[config.mk]
export PLATFORM = sky130hd
export DESIGN_NAME = decoder9_route_ctrl_flat
export DESIGN_NICKNAME = d
export VERILOG_FILES = /design/src/rtl/decoder9_route_ctrl_if.sv /design/src/rtl/decoder9_route_ctrl.sv /design/src/flat_wrapper.sv
export SDC_FILE = /design/constraint.sdc
export NUM_CORES = 1
export LEC_CHECK = 0
export ABC_AREA = 1
export BUFFER_PORTS_ARGS = -buffer_cell sky130_fd_sc_hd__buf_2
export CORE_ASPECT_RATIO = 1.5
export CORE_UTILIZATION = 55
export DETAILED_ROUTE_END_ITERATION = 16
export PLACE_DENSITY_LB_ADDON = 0.3
export SLEW_MARGIN = 20
export SYNTH_ARGS = -nofsm -noshare
export SYNTH_HDL_FRONTEND = slang
export SYNTH_SLANG_ARGS = --single-unit
[constraint.sdc]
create_clock -name CLK -period 6.2 [get_ports CLK]
set_input_delay 1.24 -clock CLK [delete_from_list [all_inputs] [get_ports CLK]]
set_output_delay 1.24 -clock CLK [all_outputs]
set_load 0.02 [all_outputs]
[src/rtl/decoder9_route_ctrl_if.sv]
// ============================================================================
// decoder9_route_ctrl_if : flit, decoder In/S, credit and status signals
// Rev 1.0
// ============================================================================
`default_nettype none

interface decoder9_route_ctrl_if;
    logic [8:0] in_data;
    logic       in_valid;
    logic       in_ready;
    logic [8:0] dec_data;
    logic       dec_valid;
    logic       dec_ready;
    logic       s_data;
    logic       s_valid;
    logic       s_ready;
    logic       credit_ret0;
    logic       credit_ret1;
    logic       cur_route;
    logic       busy;
    logic       err;

    modport master (
        output in_data, in_valid, dec_ready, s_ready, credit_ret0, credit_ret1,
        input  in_ready, dec_data, dec_valid, s_data, s_valid, cur_route, busy, err
    );

    modport slave (
        input  in_data, in_valid, dec_ready, s_ready, credit_ret0, credit_ret1,
        output in_ready, dec_data, dec_valid, s_data, s_valid, cur_route, busy, err
    );
endinterface

`default_nettype wire

[src/rtl/decoder9_route_ctrl.sv]
// ============================================================================
// decoder9_route_ctrl : packet route locking, select/data issue and
//                       per-output credit tracking for a 1-of-2 decoder leaf
// Rev 1.0
// ============================================================================
`default_nettype none

module decoder9_route_ctrl #(
    parameter int ADDR_BIT = 0,
    parameter int CREDITS  = 4,
    parameter int CW       = $clog2(CREDITS + 1)
) (
    input  wire                   CLK,
    input  wire                   _RESET,
    decoder9_route_ctrl_if.slave  bus
);

    typedef enum logic [0:0] {
        ST_HEAD = 1'b0,
        ST_BODY = 1'b1
    } state_t;

    state_t        state_q,     state_d;
    logic          cur_route_q, cur_route_d;
    logic [8:0]    dec_data_q,  dec_data_d;
    logic          dec_valid_q, dec_valid_d;
    logic          s_data_q,    s_data_d;
    logic          s_valid_q,   s_valid_d;
    logic          err_q,       err_d;
    logic [CW-1:0] credit_q [2];
    logic [CW-1:0] credit_d [2];

    logic          route;
    logic          in_ready;
    logic          accept;
    logic [1:0]    ret;

    always_comb begin
        ret      = {bus.credit_ret1, bus.credit_ret0};
        route    = (state_q == ST_HEAD) ? bus.in_data[ADDR_BIT] : cur_route_q;
        // Reset input gates acceptance combinationally so nothing is taken while held.
        in_ready = _RESET
                 & (~dec_valid_q | bus.dec_ready)
                 & (~s_valid_q   | bus.s_ready)
                 & (credit_q[route] != '0);
        accept   = bus.in_valid & in_ready;

        state_d     = state_q;
        cur_route_d = cur_route_q;
        dec_data_d  = dec_data_q;
        dec_valid_d = dec_valid_q & ~bus.dec_ready;
        s_data_d    = s_data_q;
        s_valid_d   = s_valid_q & ~bus.s_ready;
        err_d       = err_q;

        if (accept) begin
            dec_data_d  = bus.in_data;
            dec_valid_d = 1'b1;
            s_data_d    = route;
            s_valid_d   = 1'b1;
            if (state_q == ST_HEAD) begin
                cur_route_d = bus.in_data[ADDR_BIT];
                state_d     = bus.in_data[8] ? ST_HEAD : ST_BODY;
            end else if (bus.in_data[8]) begin
                state_d = ST_HEAD;
            end
        end

        for (int r = 0; r < 2; r++) begin
            credit_d[r] = credit_q[r];
            if (accept && (route == 1'(r)) && !ret[r]) begin
                credit_d[r] = credit_q[r] - CW'(1);
            end else if (ret[r] && !(accept && (route == 1'(r)))) begin
                // A return into a full counter is a protocol error; the count is held.
                if (credit_q[r] == CW'(CREDITS)) begin
                    err_d = 1'b1;
                end else begin
                    credit_d[r] = credit_q[r] + CW'(1);
                end
            end
        end
    end

    always_ff @(posedge CLK or negedge _RESET) begin
        if (!_RESET) begin
            state_q     <= ST_HEAD;
            cur_route_q <= 1'b0;
            dec_data_q  <= '0;
            dec_valid_q <= 1'b0;
            s_data_q    <= 1'b0;
            s_valid_q   <= 1'b0;
            err_q       <= 1'b0;
            credit_q[0] <= CW'(CREDITS);
            credit_q[1] <= CW'(CREDITS);
        end else begin
            state_q     <= state_d;
            cur_route_q <= cur_route_d;
            dec_data_q  <= dec_data_d;
            dec_valid_q <= dec_valid_d;
            s_data_q    <= s_data_d;
            s_valid_q   <= s_valid_d;
            err_q       <= err_d;
            credit_q[0] <= credit_d[0];
            credit_q[1] <= credit_d[1];
        end
    end

    assign bus.in_ready  = in_ready;
    assign bus.dec_data  = dec_data_q;
    assign bus.dec_valid = dec_valid_q;
    assign bus.s_data    = s_data_q;
    assign bus.s_valid   = s_valid_q;
    assign bus.cur_route = cur_route_q;
    assign bus.busy      = (state_q == ST_BODY);
    assign bus.err       = err_q;

endmodule

`default_nettype wire

[src/flat_wrapper.sv]
// flat-port wrapper written by rule: the top's interface ports become plain ports
module decoder9_route_ctrl_flat 
#(
    parameter int ADDR_BIT = 0,
    parameter int CREDITS  = 4,
    parameter int CW       = $clog2(CREDITS + 1)
)
  (CLK, _RESET, bus_in_data, bus_in_valid, bus_dec_ready, bus_s_ready, bus_credit_ret0, bus_credit_ret1, bus_in_ready, bus_dec_data, bus_dec_valid, bus_s_data, bus_s_valid, bus_cur_route, bus_busy, bus_err);
  decoder9_route_ctrl_if bus_i ();
  input  wire CLK;
  input  wire _RESET;
  input wire logic [$bits(bus_i.in_data)-1:0] bus_in_data;
  input wire logic [$bits(bus_i.in_valid)-1:0] bus_in_valid;
  input wire logic [$bits(bus_i.dec_ready)-1:0] bus_dec_ready;
  input wire logic [$bits(bus_i.s_ready)-1:0] bus_s_ready;
  input wire logic [$bits(bus_i.credit_ret0)-1:0] bus_credit_ret0;
  input wire logic [$bits(bus_i.credit_ret1)-1:0] bus_credit_ret1;
  output wire logic [$bits(bus_i.in_ready)-1:0] bus_in_ready;
  output wire logic [$bits(bus_i.dec_data)-1:0] bus_dec_data;
  output wire logic [$bits(bus_i.dec_valid)-1:0] bus_dec_valid;
  output wire logic [$bits(bus_i.s_data)-1:0] bus_s_data;
  output wire logic [$bits(bus_i.s_valid)-1:0] bus_s_valid;
  output wire logic [$bits(bus_i.cur_route)-1:0] bus_cur_route;
  output wire logic [$bits(bus_i.busy)-1:0] bus_busy;
  output wire logic [$bits(bus_i.err)-1:0] bus_err;
  assign bus_i.in_data = bus_in_data;
  assign bus_i.in_valid = bus_in_valid;
  assign bus_i.dec_ready = bus_dec_ready;
  assign bus_i.s_ready = bus_s_ready;
  assign bus_i.credit_ret0 = bus_credit_ret0;
  assign bus_i.credit_ret1 = bus_credit_ret1;
  assign bus_in_ready = bus_i.in_ready;
  assign bus_dec_data = bus_i.dec_data;
  assign bus_dec_valid = bus_i.dec_valid;
  assign bus_s_data = bus_i.s_data;
  assign bus_s_valid = bus_i.s_valid;
  assign bus_cur_route = bus_i.cur_route;
  assign bus_busy = bus_i.busy;
  assign bus_err = bus_i.err;
  decoder9_route_ctrl #(.ADDR_BIT(ADDR_BIT), .CREDITS(CREDITS), .CW(CW)) u_core (.CLK(CLK), ._RESET(_RESET), .bus(bus_i));
endmodule
# --- Word-level counts from Yosys, hierarchy flattened ---
# Index checks and enable logic that the tools add are counted.
word_totals:
  register_bits: 20
  inputBits: 16
  wordCells: 65
op_classes:
  magnitude_cmp: 1
  n_eq_ne: 4
  n_mux: 19
  reduce_logical: 15
  bitwise_logic: 14
  addsub: 4
op_table:
  columns: ["cell", "count"]
  rows:
  - ["3-bit 2-to-1 mux", 9]
  - ["1-bit 2-to-1 mux", 10]
  - ["3-bit by 1-bit adder with 3-bit output, second input constant", 2]
  - ["1-bit bitwise AND", 6]
  - ["3-bit equality test, second input constant", 2]
  - ["1-bit logical AND", 6]
  - ["3-bit by 1-bit subtractor with 3-bit output, second input constant", 2]
  - ["1-bit inverter", 5]
  - ["1-bit logical NOT", 4]
  - ["2-bit by 1-bit != test with 1-bit output, second input constant", 2]
  - ["2-bit AND reduction", 2]
  - ["2-bit nonzero test", 2]
  - ["3-bit nonzero test", 1]
  - ["2-bit >= comparator, second input constant", 1]
  - ["1-bit inverter with 2-bit output", 1]
  - ["1-bit bitwise OR", 2]

# --- Depth between registers and ports, before layout ---
depth:
  ltp_word: 16
  ltp_mapped: 14
  ltp_nobuf: 14

# --- Least setup slack after synthesis ---
# OpenSTA, ideal clock, no wires.
synth_timing:
  path_type: "input-to-output"
  from: "input port bus_dec_ready"
  to: "output port bus_in_ready"
  t_arrival_ps: 1851
  stages: 5
  required_time_ps: 4960
  slack_ps: 3109
  path_cell_list: "inv_1 > nand2_1 > nand3_2 > nor2_8 > and2_1"
synth_via:
  elab_chain_len: 4
synth_rtl:
  columns: ["element", "line_no", "text"]
  rows:
  - ["from (decl)", "flat_wrapper.sv:14", "input wire logic [$bits(bus_i.dec_ready)-1:0] bus_dec_ready;"]
  - ["1-bit bitwise OR", "decoder9_route_ctrl.sv:43", "& (~dec_valid_q | bus.dec_ready)"]
  - ["1-bit bitwise AND", "decoder9_route_ctrl.sv:43", null]
  - ["1-bit bitwise AND", "decoder9_route_ctrl.sv:44", "& (~s_valid_q | bus.s_ready)"]
  - ["1-bit bitwise AND", "decoder9_route_ctrl.sv:45", "& (credit_q[route] != '0);"]
  - ["to (decl)", "flat_wrapper.sv:18", "output wire logic [$bits(bus_i.in_ready)-1:0] bus_in_ready;"]
# Every way passes these cells.

# --- Final worst setup path ---
layout_timing:
  from: "input port _RESET"
  to: "output port bus_in_ready"
layout_via:
  elab_chain_len: 3
layout_rtl:
  columns: ["element", "line_no", "text"]
  rows:
  - ["from (decl)", "flat_wrapper.sv:11", "input wire _RESET;"]
  - ["1-bit bitwise AND", "decoder9_route_ctrl.sv:43", null]
  - ["1-bit bitwise AND", "decoder9_route_ctrl.sv:44", null]
  - ["1-bit bitwise AND", "decoder9_route_ctrl.sv:45", null]
# Every way passes these cells.

==> flow_summary.json <==
{
  "finish.net_count": 179,
  "p_total_uw": 594,
  "dr.first_iter.drc_count": 20,
  "io_pins": 32,
  "worstReg2RegEnd": "u_core.credit_q[5]",
  "max_clock_freq_ghz": 0.276,
  "die-width_um": 39.2,
  "worst_hold_path.num_cells": 2,
  "syn-instance-count": 126,
  "netlist.area_leader.share": 0.395,
  "postLayoutSetupSlackWorst_ps": 2580,
  "maximum_number_of_pins_on_one_net_before_global_route_repair": 22,
  "irDropWorstVdd_mv": 0.266,
  "tritoncts_clock_tree": "done",
  "area_growth_syn_to_layout_pct": 13.8,
  "floorplan.core_area_um2": 1900,
  "io_buffers": 31,
  "worst_pin_slew_ps": 456,
  "worst-r2r-cell-count": 13,
  "mappedNetlistNets": 148,
  "worstSetupPathType": "primary input to output port",
  "clk_root_buffer_cell": "clkbuf_4",
  "postCtsSetupBuffers": 0,
  "multi_input_comb_area_um2": 494,
  "clk_path_buf_depth": 2,
  "holdCritPathClass": "flip-flop to flip-flop",
  "die_area_um2": 2260,
  "crit_required_ps": 4960,
  "overflow": 0,
  "synth_warnings": 0,
  "worst_case_hold_path_end_point": "u_core.bus.dec_data[7]",
  "cpMostUsedCell": "buf_2",
  "synthesis.area_um2": 1140,
  "initial_core_util": 0.600,
  "yosys_register_bits": 20,
  "post_detailed_route_count_of_antenna_violating_nets": 0,
  "row_count": 19,
  "timing.critical_path.slowest_cell_delay_ps": 380,
  "slew_violations": 0,
  "detailedRoute.firstPassIterationCount": 4,
  "crit_fanout": 21,
  "post_drt_wl_per_cell_um": 11.6,
  "relSlewSlack": 0.696,
  "antenna_cells": 0,
  "syn-mean-instance-area_um2": 9.06,
  "worstPathCellList": "buf_2, nand3_2, nor2_8, and2_1, buf_2",
  "synth-edff-count": 0,
  "hold_path_startpoint": "u_core.bus.dec_data[7]",
  "place.detailed.hpwl_mm": 1.60,
  "timing.critical_path.slowest_stage_cell": "buf_2",
  "ctsHtreeMaxLevel": 1,
  "final.setup_skew_ps": 1.81,
  "worstPathArrival_ps": 2380,
  "total_routing_usage_gr": 0.231,
  "routed-via-count": 898,
  "final_period_minus_worst_setup_slack_ps": 3620,
  "clkSinkCount": 20,
  "power_density_nw_per_um2": 457,
  "setup_violating_endpoint_count_in_the_final_report": 0,
  "totalWireLength_mm": 2.04,
  "drcViolationCount": 0,
  "postSynth.topFlopCell": "dfrtp_1",
  "ctsResizeCount": 0,
  "drive_above_1_share": 0.342,
  "grt_pass1_vias": 884,
  "post-route-period-util": 0.584,
  "die_h_um": 57.8,
  "finalHoldViolations": 0,
  "synth_area_leaders": "dfrtp_1 39%, inv_1 8.6%, nand2_1 8.2%, nand4_1 6.6%, nand2_2 6.0%",
  "synth_top_cells_by_count": "26 x inv_1, 25 x nand2_1, 18 x dfrtp_1, 12 x nand4_1, 11 x nand2_2",
  "layout.filler_cells": 171,
  "path_clk_slew_ps": 100,
  "antenna_found_initial": 0,
  "run_status": "completed",
  "regArea_um2": 503,
  "worstSetupPathDepth": 5,
  "grt_pass1_wl_mm": 3.51,
  "synthArstFlopShare": 1.00,
  "netlist-cell-type-count": 22,
  "fin_util": 0.683,
  "leakagePower_nw": 0.753,
  "numCtsBuffers": 3,
  "ff2ff_setup_slack_ps": 3830,
  "gp_congestion": 0.681,
  "cp-end-kind": "output port",
  "dpl_worst_slack_ps": 2520,
  "clock_insertion_delay_at_the_later_pin_of_the_skew_report_ps": 310,
  "setup-tns-final_ps": 0,
  "maxCapViolations": 0,
  "avgViaCountPerCell": 5.10,
  "worst_setup_path_startpoint": "_RESET",
  "crit-reg2reg-launch": "u_core.bus.cur_route",
  "worst_setup_path_start_kind": "primary input",
  "synth_top_cell_by_area": "dfrtp_1",
  "hold_buffers": 0,
  "cpLargestDelayFamily": "simple AND/OR/NAND/NOR gates",
  "ys_seq_area_frac": 0.441,
  "rsz0062_at_grt": "no",
  "yosysMostFrequentCell": "inv_1",
  "critPathBufInv": 2
}
## area by class of cell
class	instances	share of cell area
flip-flops and latches	20	0.387
multi-input cells	75	0.381
inverters	26	0.0751
clock buffers	3	0.0173
repair buffers	31	0.119
well taps	21	0.0202
## tightest hold or removal path, stage by stage (launching register included)
cell and delay (ps):
dfrtp_1 370, nand2_2 50, nand2_1 40
## where the power goes
| group | internal (mW) | leakage, nW | switching [mW] |
|---|---|---|---|
| registers | 0.194 | 0.241 | 0.0417 |
| clock network | 0.0228 | 0.0138 | 0.0388 |
| logic | 0.103 | 0.498 | 0.194 |
| total | 0.320 | 0.753 | 0.275 |
## cells in the final DEF, fill, tap and decap left out
cell type,netlist,final
nor2_8,1,1
inv_1,26,26
xor2_1,4,4
nand3_1,2,2
and2_1,1,1
buf_2,0,31
nand3_4,1,1
dfstp_2,2,2
o221ai_1,1,1
nand3_2,2,2
o21ai_0,4,4
nand2_1,25,25
clkbuf_4,0,3
nand2_2,11,11
nor2_4,1,1
nor2_2,1,1
fa_1,2,2
nor2_1,3,3
ha_1,4,4
dfrtp_1,18,18
nand4_1,12,12
## through the flow
stage | hold slack [ps] | instances | area, µm²
2_1_floorplan | 475 | 126 | 1140
3_3_place_gp | 451 | 173 | 1280
3_5_place_dp | 463 | 173 | 1280
4_1_cts | 491 | 176 | 1300
5_1_grt | 527 | 176 | 1300
6_report | 486 | 176 | 1300
## registers in the layout (all words and copies together), names as in the netlist
register              cells
u_core.bus.busy           1
u_core.bus.cur_route      1
u_core.bus.dec_data       9
u_core.bus.dec_valid      1
u_core.bus.err            1
u_core.bus.s_valid        1
u_core.credit_q           6
## worst max-delay path by stage
stage	to	slack [ps]
6_report	bus_in_ready	2580
5_1_grt	bus_in_ready	2450
4_1_cts	bus_in_ready	2530
3_5_place_dp	bus_in_ready	2520
3_3_place_gp	bus_in_ready	2570
2_1_floorplan	bus_in_ready	3110
## logic make-up after synthesis
kind of cell,synth area share
XOR/XNOR,0.0307
buffers and inverters,0.126
adder cells (fa/ha/maj),0.0790
AND/OR/NAND/NOR,0.298
flip-flops,0.441
AO/OA/AOI/OAI,0.0252
## routing by layer
layer,routed length (µm),global-route usage
met5,0,0
met4,81,0.163
met3,61,0.0345
met2,1100,0.386
met1,801,0.253
Note: power is estimated with default switching activity, not from simulation.
